**src/rtl/data_bus_controller_if.sv**
```systemverilog
// Bundles the MEM-stage request/response signals and the data-SRAM port of data_bus_controller.
// mem_ack exists only when DATA_BUS_ACK_EN is defined.
interface data_bus_controller_if #(
    parameter int DATA_WIDTH = 8,
    parameter int ADDR_WIDTH = 16
);
    logic                  ctrl_mem_read;
    logic                  ctrl_mem_write;
    logic [ADDR_WIDTH-1:0] address;
    logic [DATA_WIDTH-1:0] wdata;
    logic [DATA_WIDTH-1:0] rdata;
    logic                  rdata_valid;
    logic                  stall;
    logic                  bus_err;
    logic                  mem_cs;
    logic                  mem_we;
    logic [ADDR_WIDTH-1:0] mem_addr;
    logic [DATA_WIDTH-1:0] mem_wdata;
    logic [DATA_WIDTH-1:0] mem_rdata;
`ifdef DATA_BUS_ACK_EN
    logic                  mem_ack;
`endif

    // Controller side: responds to pipeline requests and drives the SRAM.
    modport slave (
        input  ctrl_mem_read, ctrl_mem_write, address, wdata, mem_rdata,
        output rdata, rdata_valid, stall, bus_err, mem_cs, mem_we, mem_addr, mem_wdata
`ifdef DATA_BUS_ACK_EN
        , input mem_ack
`endif
    );

    // Pipeline and memory side seen from outside the controller.
    modport master (
        output ctrl_mem_read, ctrl_mem_write, address, wdata, mem_rdata,
        input  rdata, rdata_valid, stall, bus_err, mem_cs, mem_we, mem_addr, mem_wdata
`ifdef DATA_BUS_ACK_EN
        , output mem_ack
`endif
    );
endinterface

```
**src/rtl/data_bus_controller.sv**
```systemverilog
// data_bus_controller: turns single-cycle MEM-stage load/store requests into a stalled multi-cycle SRAM access.
// Optional DATA_BUS_ACK_EN: access ends on mem_ack with a 255-cycle timeout instead of fixed WAIT_STATES.
module data_bus_controller #(
    parameter int DATA_WIDTH  = 8,
    parameter int ADDR_WIDTH  = 16,
    parameter int WAIT_STATES = 1
) (
    input logic                  clk,
    input logic                  reset,
    data_bus_controller_if.slave bus
);
    typedef enum logic [1:0] {IDLE, ACCESS, DONE} state_e;

    state_e                state_q, state_d;
    logic [ADDR_WIDTH-1:0] addr_q, addr_d;
    logic [DATA_WIDTH-1:0] wdata_q, wdata_d;
    logic [DATA_WIDTH-1:0] rdata_q, rdata_d;
    logic                  rvld_q, rvld_d;
    logic                  err_q, err_d;
    logic                  cs_q, cs_d;
    logic                  we_q, we_d;
    logic                  stall_c;
    logic                  finish;
    logic                  abort;
    logic                  req_rd;
    logic                  req_wr;

`ifdef DATA_BUS_ACK_EN
    // Timeout counts ACCESS cycles without ack; the 255th such cycle aborts.
    localparam logic [7:0] TIMEOUT_LAST = 8'd254;
    logic [7:0] to_q, to_d;
`else
    localparam logic [3:0] WAIT_INIT = 4'(WAIT_STATES);
    logic [3:0] wait_q, wait_d;
`endif

    assign req_rd = bus.ctrl_mem_read;
    assign req_wr = bus.ctrl_mem_write;

    always_comb begin
        finish = 1'b0;
        abort  = 1'b0;
        if (state_q == ACCESS) begin
`ifdef DATA_BUS_ACK_EN
            finish = bus.mem_ack;
            abort  = !bus.mem_ack && (to_q == TIMEOUT_LAST);
`else
            finish = (wait_q == 4'd0);
`endif
        end
    end

    always_comb begin
        state_d = state_q;
        addr_d  = addr_q;
        wdata_d = wdata_q;
        rdata_d = rdata_q;
        rvld_d  = 1'b0;
        err_d   = 1'b0;
        cs_d    = cs_q;
        we_d    = we_q;
        stall_c = 1'b0;
`ifdef DATA_BUS_ACK_EN
        to_d    = to_q;
`else
        wait_d  = wait_q;
`endif
        case (state_q)
            IDLE: begin
                stall_c = req_rd ^ req_wr;
                if (req_rd ^ req_wr) begin
                    state_d = ACCESS;
                    addr_d  = bus.address;
                    wdata_d = bus.wdata;
                    cs_d    = 1'b1;
                    we_d    = req_wr;
`ifdef DATA_BUS_ACK_EN
                    to_d    = 8'd0;
`else
                    wait_d  = WAIT_INIT;
`endif
                end else if (req_rd && req_wr) begin
                    err_d = 1'b1;
                end
            end
            ACCESS: begin
                // Request inputs are not looked at here: a started access always completes.
                stall_c = 1'b1;
                err_d   = abort;
                if (finish || abort) begin
                    state_d = DONE;
                    cs_d    = 1'b0;
                    we_d    = 1'b0;
                end
                if (finish && !we_q) begin
                    rdata_d = bus.mem_rdata;
                    rvld_d  = 1'b1;
                end
`ifdef DATA_BUS_ACK_EN
                if (!finish && !abort) to_d = to_q + 8'd1;
`else
                if (!finish) wait_d = wait_q - 4'd1;
`endif
            end
            DONE: begin
                state_d = IDLE;
            end
            default: begin
                state_d = IDLE;
            end
        endcase
    end

    always_ff @(posedge clk) begin
        if (!reset) begin
            state_q <= IDLE;
            addr_q  <= '0;
            wdata_q <= '0;
            rdata_q <= '0;
            rvld_q  <= 1'b0;
            err_q   <= 1'b0;
            cs_q    <= 1'b0;
            we_q    <= 1'b0;
`ifdef DATA_BUS_ACK_EN
            to_q    <= '0;
`else
            wait_q  <= '0;
`endif
        end else begin
            state_q <= state_d;
            addr_q  <= addr_d;
            wdata_q <= wdata_d;
            rdata_q <= rdata_d;
            rvld_q  <= rvld_d;
            err_q   <= err_d;
            cs_q    <= cs_d;
            we_q    <= we_d;
`ifdef DATA_BUS_ACK_EN
            to_q    <= to_d;
`else
            wait_q  <= wait_d;
`endif
        end
    end

    assign bus.stall       = reset & stall_c;
    assign bus.rdata       = rdata_q;
    assign bus.rdata_valid = rvld_q;
    assign bus.bus_err     = err_q;
    assign bus.mem_cs      = cs_q;
    assign bus.mem_we      = we_q;
    assign bus.mem_addr    = addr_q;
    assign bus.mem_wdata   = wdata_q;
endmodule

```
**src/flat_wrapper.sv**
```systemverilog
// flat-port wrapper written by rule: the top's interface ports become plain ports
module data_bus_controller_flat 
#(
    parameter int DATA_WIDTH  = 8,
    parameter int ADDR_WIDTH  = 16,
    parameter int WAIT_STATES = 1
)
  (clk, reset, bus_ctrl_mem_read, bus_ctrl_mem_write, bus_address, bus_wdata, bus_mem_rdata, bus_rdata, bus_rdata_valid, bus_stall, bus_bus_err, bus_mem_cs, bus_mem_we, bus_mem_addr, bus_mem_wdata);
  data_bus_controller_if #(.DATA_WIDTH(DATA_WIDTH), .ADDR_WIDTH(ADDR_WIDTH)) bus_i ();
  input logic clk;
  input logic reset;
  input wire logic [$bits(bus_i.ctrl_mem_read)-1:0] bus_ctrl_mem_read;
  input wire logic [$bits(bus_i.ctrl_mem_write)-1:0] bus_ctrl_mem_write;
  input wire logic [$bits(bus_i.address)-1:0] bus_address;
  input wire logic [$bits(bus_i.wdata)-1:0] bus_wdata;
  input wire logic [$bits(bus_i.mem_rdata)-1:0] bus_mem_rdata;
  output wire logic [$bits(bus_i.rdata)-1:0] bus_rdata;
  output wire logic [$bits(bus_i.rdata_valid)-1:0] bus_rdata_valid;
  output wire logic [$bits(bus_i.stall)-1:0] bus_stall;
  output wire logic [$bits(bus_i.bus_err)-1:0] bus_bus_err;
  output wire logic [$bits(bus_i.mem_cs)-1:0] bus_mem_cs;
  output wire logic [$bits(bus_i.mem_we)-1:0] bus_mem_we;
  output wire logic [$bits(bus_i.mem_addr)-1:0] bus_mem_addr;
  output wire logic [$bits(bus_i.mem_wdata)-1:0] bus_mem_wdata;
  assign bus_i.ctrl_mem_read = bus_ctrl_mem_read;
  assign bus_i.ctrl_mem_write = bus_ctrl_mem_write;
  assign bus_i.address = bus_address;
  assign bus_i.wdata = bus_wdata;
  assign bus_i.mem_rdata = bus_mem_rdata;
  assign bus_rdata = bus_i.rdata;
  assign bus_rdata_valid = bus_i.rdata_valid;
  assign bus_stall = bus_i.stall;
  assign bus_bus_err = bus_i.bus_err;
  assign bus_mem_cs = bus_i.mem_cs;
  assign bus_mem_we = bus_i.mem_we;
  assign bus_mem_addr = bus_i.mem_addr;
  assign bus_mem_wdata = bus_i.mem_wdata;
  data_bus_controller #(.DATA_WIDTH(DATA_WIDTH), .ADDR_WIDTH(ADDR_WIDTH), .WAIT_STATES(WAIT_STATES)) u_core (.clk(clk), .reset(reset), .bus(bus_i));
endmodule
```
**config.mk**
```make
export PLATFORM = sky130hd
export DESIGN_NAME = data_bus_controller_flat
export DESIGN_NICKNAME = d
export VERILOG_FILES = /design/src/rtl/data_bus_controller_if.sv /design/src/rtl/data_bus_controller.sv /design/src/flat_wrapper.sv
export SDC_FILE = /design/constraint.sdc
export NUM_CORES = 1
export LEC_CHECK = 0
export CAP_MARGIN = 0
export CORE_ASPECT_RATIO = 0.6
export CORE_MARGIN = 5
export CORE_UTILIZATION = 44
export DETAILED_ROUTE_END_ITERATION = 10
export PLACE_DENSITY = 0.91
export SLEW_MARGIN = 30
export SYNTH_ARGS = -nofsm -noshare
export SYNTH_HDL_FRONTEND = slang
export SYNTH_SLANG_ARGS = --single-unit
```
**constraint.sdc**
```tcl
create_clock -name clk -period 4.8 [get_ports clk]
set_input_delay 0.48 -clock clk [delete_from_list [all_inputs] [get_ports clk]]
set_output_delay 0.48 -clock clk [all_outputs]
set_load 0.02 [all_outputs]
```
# Word-level counts from Yosys, hierarchy flattened
# Cells that the tools add are included.
# op_classes
reduce_logical	13
n_eq_ne	4
bitwise	4
add_sub_neg	1
n_mux	15
# ops
operator	n
$mux W4	2
$pmux W4 S2	1
$reduce_and A2 Y1	4
$mux W1	6
$pmux W1 S2	3
$reduce_and A3 Y1	2
$logic_not A4 Y1	1
$mux W2	2
$ne A2 B1 Y1 const B	2
$pmux W2 S2	1
$sub A4 B1 Y4 const B	1
$reduce_or A3 Y1	1
$eq A2 B1 Y1 const B	1
$logic_and A1 B1 Y1	2
$logic_not A2 Y1	1
$ne A2 B2 Y1 const B	1
$not A1 Y1	2
$reduce_bool A2 Y1	1
$and A1 B1 Y1	1
$logic_not A1 Y1	1
$xor A1 B1 Y1	1
# word_totals
wordCells	46
regBits	42

# Longest topological paths before layout
# logic_depth
word_depth	4
ltp_mapped	6
depth_no_buf	5

# Least setup slack after synthesis
# Ideal clock, no wire load.
# synth_timing
kind	in2out
startpoint	in reset
endpoint	out bus_stall
n_path_buf	2
arrival_ns	1.589
cell_stages	4
required_ns	4.320
setup_slack_ns	2.731
cell_sequence	clkbuf_1 inv_1 clkbuf_1 nor3_1
# synth_via
elab_chain_cells	1
# synth_rtl
item	line_no	source
from (decl)	flat_wrapper.sv:11	input logic reset;
$and A1 B1 Y1	data_bus_controller.sv:146	assign bus.stall = reset & stall_c;
to (decl)	flat_wrapper.sv:19	output wire logic [$bits(bus_i.stall)-1:0] bus_stall;
# Every way passes these cells.

# Final worst setup path
# Ends and elaborated chain as after synthesis.

==> results <==
- The TritonCTS clock tree is built.
- The sort of element at the start of the critical path is an input pin.
- The maximum fanout encountered on the critical timing path is 33.
- Once detail routing completed, the nets flagged for antenna violations numbered 0.
- Counting every sink on the clock net gives 42.
- For this run, the slowest stage of the critical path takes 0.64 ns.
- The worst min-delay path endpoint is u_core.bus.mem_addr[4]$_SDFFE_PN0P_.
- The post-cts repair resize count is 0.
- The portion of synthesized area spent on multiplexers is 0.0501.
- Summed over all cells, the static leakage comes to 0.000954 uW.
- Across the VDD grid, the largest voltage drop is 0.000206 V.
- The fraction of post-synthesis cell area in the top cell type by area is 0.526.
- For this design, the slowest cell found on the critical path is sky130_fd_sc_hd__clkdlybuf4s50_1.
- The number of pins with negative max-slew slack in the final report is 0.
- The worst hold path belongs to the class flip-flop to flip-flop.
- The die outline width is 87.8 um.
- Synthesis produced 189 cells.
- The startpoint identified for the worst hold timing path is u_core.bus.mem_addr[4]$_SDFFE_PN0P_.
- The synthesized netlist net count is 228.
- By area, the combinational part of the netlist is dominated by simple AND/OR/NAND/NOR gates.
- Detailed placement finished with a half-perimeter wire length of 2920 um.
- Before antenna repair, the detailed router went through 4 iterations.
- The most area-hungry cell type in the Yosys netlist is sky130_fd_sc_hd__dfxtp_1.
- Clock tree synthesis selected as its root buffer the cell sky130_fd_sc_hd__clkbuf_8.
- The synthesized design contains 42 register bits.
- The post-synth design cell area is 1600 um2.
- Entering global routing, the biggest net connects 34 pins.
- Setup repair after global routing left no endpoint under its margin.
- Of the cells placed in the final design, the portion with a size suffix greater than 1 is 0.0618.
- In the layout the commonest cells are sky130_fd_sc_hd__clkdlybuf4s50_1 (72), sky130_fd_sc_hd__nand2_1 (66), sky130_fd_sc_hd__dfxtp_1 (42).
- In the final timing run, aggregate negative setup slack is 0 ns.
- Of the total synthesized cell area, the portion taken by AND, OR, NAND and NOR gates is 0.224.
- The number of nets in the layout is 297.
- The count of placed standard cells in the final layout, fillers left out is 306.
- The critical path goes through clkdlybuf4s50_1 > buf_4 > inv_1 > buf_4 > nor3_1 > clkdlybuf4s50_1.
- The count of H-tree levels built during CTS is 2.
- The largest delay contributor family on the critical path is buffers and inverters.
- The die is 56.7 um tall.
- At the pin with the least slew margin, the transition time is 0.635 ns.
- The global-route usage over all layers is 0.166.
- The floorplan has 17 rows.
- The type of the worst setup path is input pin to output port.
- STA puts the critical path data arrival time at 2.32 ns.
- 73 I/O pins were placed.
- The share of synthesized cell area in full adder, half adder and majority cells is 0.0235.
- By area the synthesized netlist is led by sky130_fd_sc_hd__dfxtp_1 (53%), sky130_fd_sc_hd__nand2_1 (15%), sky130_fd_sc_hd__a21oi_1 (8.5%).
- Counting instances, the worst hold path has a depth of 2.
- The most common library cell in the layout ignoring fill and taps is sky130_fd_sc_hd__clkdlybuf4s50_1.
- After detailed routing, the average wire length per cell comes to 13.1 um.
- From synthesis to final layout, the design area changed by 52.6%.
- The buffering stage count on the worst path with inverters included is 5.
- Port buffering added 72 buffers.
- The number of endpoints failing setup at the final stage is 0.
- After floorplanning, the core was sized to cover 3590 um2.
- After detailed placement, the design holds a cell count of 298.
- For this configuration, the core starts out at a cell density of 0.445.
- The total overflow left after global routing is 0.
- Of the synthesized area, sequential elements account for 0.526.
- The max-slew headroom at the worst pin is 0.576.
- The weighted congestion at the end of routability-driven global placement is 0.720.
- The clock period minus final worst setup slack is 2.80 ns.
- The xor and xnor area share after synthesis is 0.
- The run finished with clean final reports.
- The count of final hold-check violations is 0.
- Setup slack on the worst reg-to-reg path comes out at 2.91 ns.
- STA puts the critical path data required time at 4.32 ns.
- In the routed design, unresolved DRC markers number 0.
- Buffers added to address setup during post-CTS repair amount to 0.
- The number of cells on the worst reg-to-reg path is 5.
- Max-cap violations in this run came to 0.
- The total wirelength of the detailed-routed design is 4000 um.
- The maximum clock frequency is 0.357 GHz.
- Dividing total power by cell area gives a power density of 347 nW/um2.
- Averaged over all synthesized cells, the footprint is 8.46 um2.
- 0 antenna diodes ended up in the layout.
- The synthesized-area fraction occupied by ao, oa, aoi and oai cells came to 0.128.
- In this run the critical register-to-register path is launched from u_core.wait_q[0]$_SDFFE_PN0P_.
- The total die area is 4980 um2.
- The reg-to-reg endpoint is u_core.bus.rdata[4]$_SDFFE_PN0P_.
- Dividing the detail-routed via count by the number of cells gives 4.87.
- During synthesis, Yosys emitted a total of 0 warnings.
- The number of global-route vias before repair is 1,415.
- The clock transition at the registers of the reported paths is 0.07 ns.
- The critical path starts at reset.
- The DRC marker count from the first detailed-route iteration is 54.
- The clock insertion delay at the later pin of the skew report is 0.28 ns.
- The maximum clock skew at final layout is 0.0102 ns.
- The routed layout has 1,489 vias.
- The first global-routing pass estimated 6450 um of wire.
- The maximum number of buffers from clock root to sink is 2.
- The netlist uses 25 different library cells.
- After clock tree synthesis, the flow added hold-fix buffers numbering 0.
- The portion of the clock cycle consumed by the worst path in the final layout is 0.584.
- The total clock buffers created by CTS is 5.
- The number of antenna violations at the first check in global routing is 0.
- STA classifies the critical path endpoint as an output port.
==> where the power goes <==
part	switching, uW	internal [uW]	leakage (uW)
registers	19.1	380	0.000344
logic	117	110	0.000566
clock network	118	102	0.0000441
total	254	593	0.000954
==> cells by family (layout without fill, tap and decap cells) <==
family	after synthesis	count (layout)
buf+inv	17	87
mux	8	8
compound gates	37	37
simple gates	82	82
flops	42	42
fa+ha+maj	3	3
==> area by class of cell <==
class	instances	area, um2
Inverter	4	15.0
Clock buffer	5	68.8
Fill cell	297	1150
Sequential cell	42	841
Timing Repair Buffer	75	743
Tap cell	47	58.8
Clock inverter	3	21.3
Multi-Input combinational cell	130	692
==> worst max path at each step <==
stage / to / slack, ns / cells past startpoint
finish: bus_stall / 2.00 / 6
global route: bus_stall / 1.89 / 6
CTS: bus_stall / 1.98 / 6
detailed placement: bus_stall / 2.00 / 6
global placement: bus_stall / 2.06 / 6
floorplan: bus_stall / 2.73 / 4
==> per-layer routing <==
layer,GRT usage,vias up,share of wire
met3,0.0572,4,0.094
li1,-,760,-
met5,0,-,0
met4,0.0678,0,0.013
met1,0.206,669,0.45
met2,0.261,56,0.45
==> sequential cells by signal, indices dropped and copies added, names as in the netlist <==
signal,count
u_core.bus.bus_err,1
u_core.bus.mem_addr,16
u_core.bus.mem_cs,1
u_core.bus.mem_wdata,8
u_core.bus.mem_we,1
u_core.bus.rdata,8
u_core.bus.rdata_valid,1
u_core.state_q,2
u_core.wait_q,4
==> cell usage after synthesis <==
cell type and number:
sky130_fd_sc_hd__o31a_1 2, sky130_fd_sc_hd__buf_4 1, sky130_fd_sc_hd__buf_6 1, sky130_fd_sc_hd__clkbuf_1 7, sky130_fd_sc_hd__nor2_1 3, sky130_fd_sc_hd__a211oi_1 2
sky130_fd_sc_hd__buf_1 2, sky130_fd_sc_hd__mux2i_1 8, sky130_fd_sc_hd__dfxtp_1 42, sky130_fd_sc_hd__or4_2 1, sky130_fd_sc_hd__or3_1 3, sky130_fd_sc_hd__a21oi_1 27
sky130_fd_sc_hd__nor3b_1 2, sky130_fd_sc_hd__nand2_1 66, sky130_fd_sc_hd__nor3_1 3, sky130_fd_sc_hd__ha_1 3, sky130_fd_sc_hd__or3b_4 1, sky130_fd_sc_hd__or4_1 1
sky130_fd_sc_hd__o21ai_0 3, sky130_fd_sc_hd__o21a_1 1, sky130_fd_sc_hd__inv_1 4, sky130_fd_sc_hd__buf_2 2, sky130_fd_sc_hd__nand2b_4 1, sky130_fd_sc_hd__o211ai_1 2
sky130_fd_sc_hd__or3b_2 1
==> tightest hold or removal path, stage by stage (launching register included) <==
cell	delay (ns)
sky130_fd_sc_hd__dfxtp_1	0.31
sky130_fd_sc_hd__nand2_1	0.05
sky130_fd_sc_hd__a21oi_1	0.05
==> through the flow <==
| step | utilization | power [uW] | setup WS (ns) | hold slack, ns | cell area [um2] |
|---|---|---|---|---|---|
| after global routing | 0.679 | 896 | 1.89 | 0.479 | 2440 |
| final | 0.679 | 847 | 2.00 | 0.454 | 2440 |
| after global placement | 0.652 | 628 | 2.06 | 0.441 | 2340 |
| after floorplan | - | 531 | 2.73 | 0.459 | 1600 |
| after detailed placement | 0.652 | 635 | 2.00 | 0.446 | 2340 |
| after CTS | 0.677 | 856 | 1.98 | 0.456 | 2430 |
Note: power is estimated with default switching activity, not from simulation.
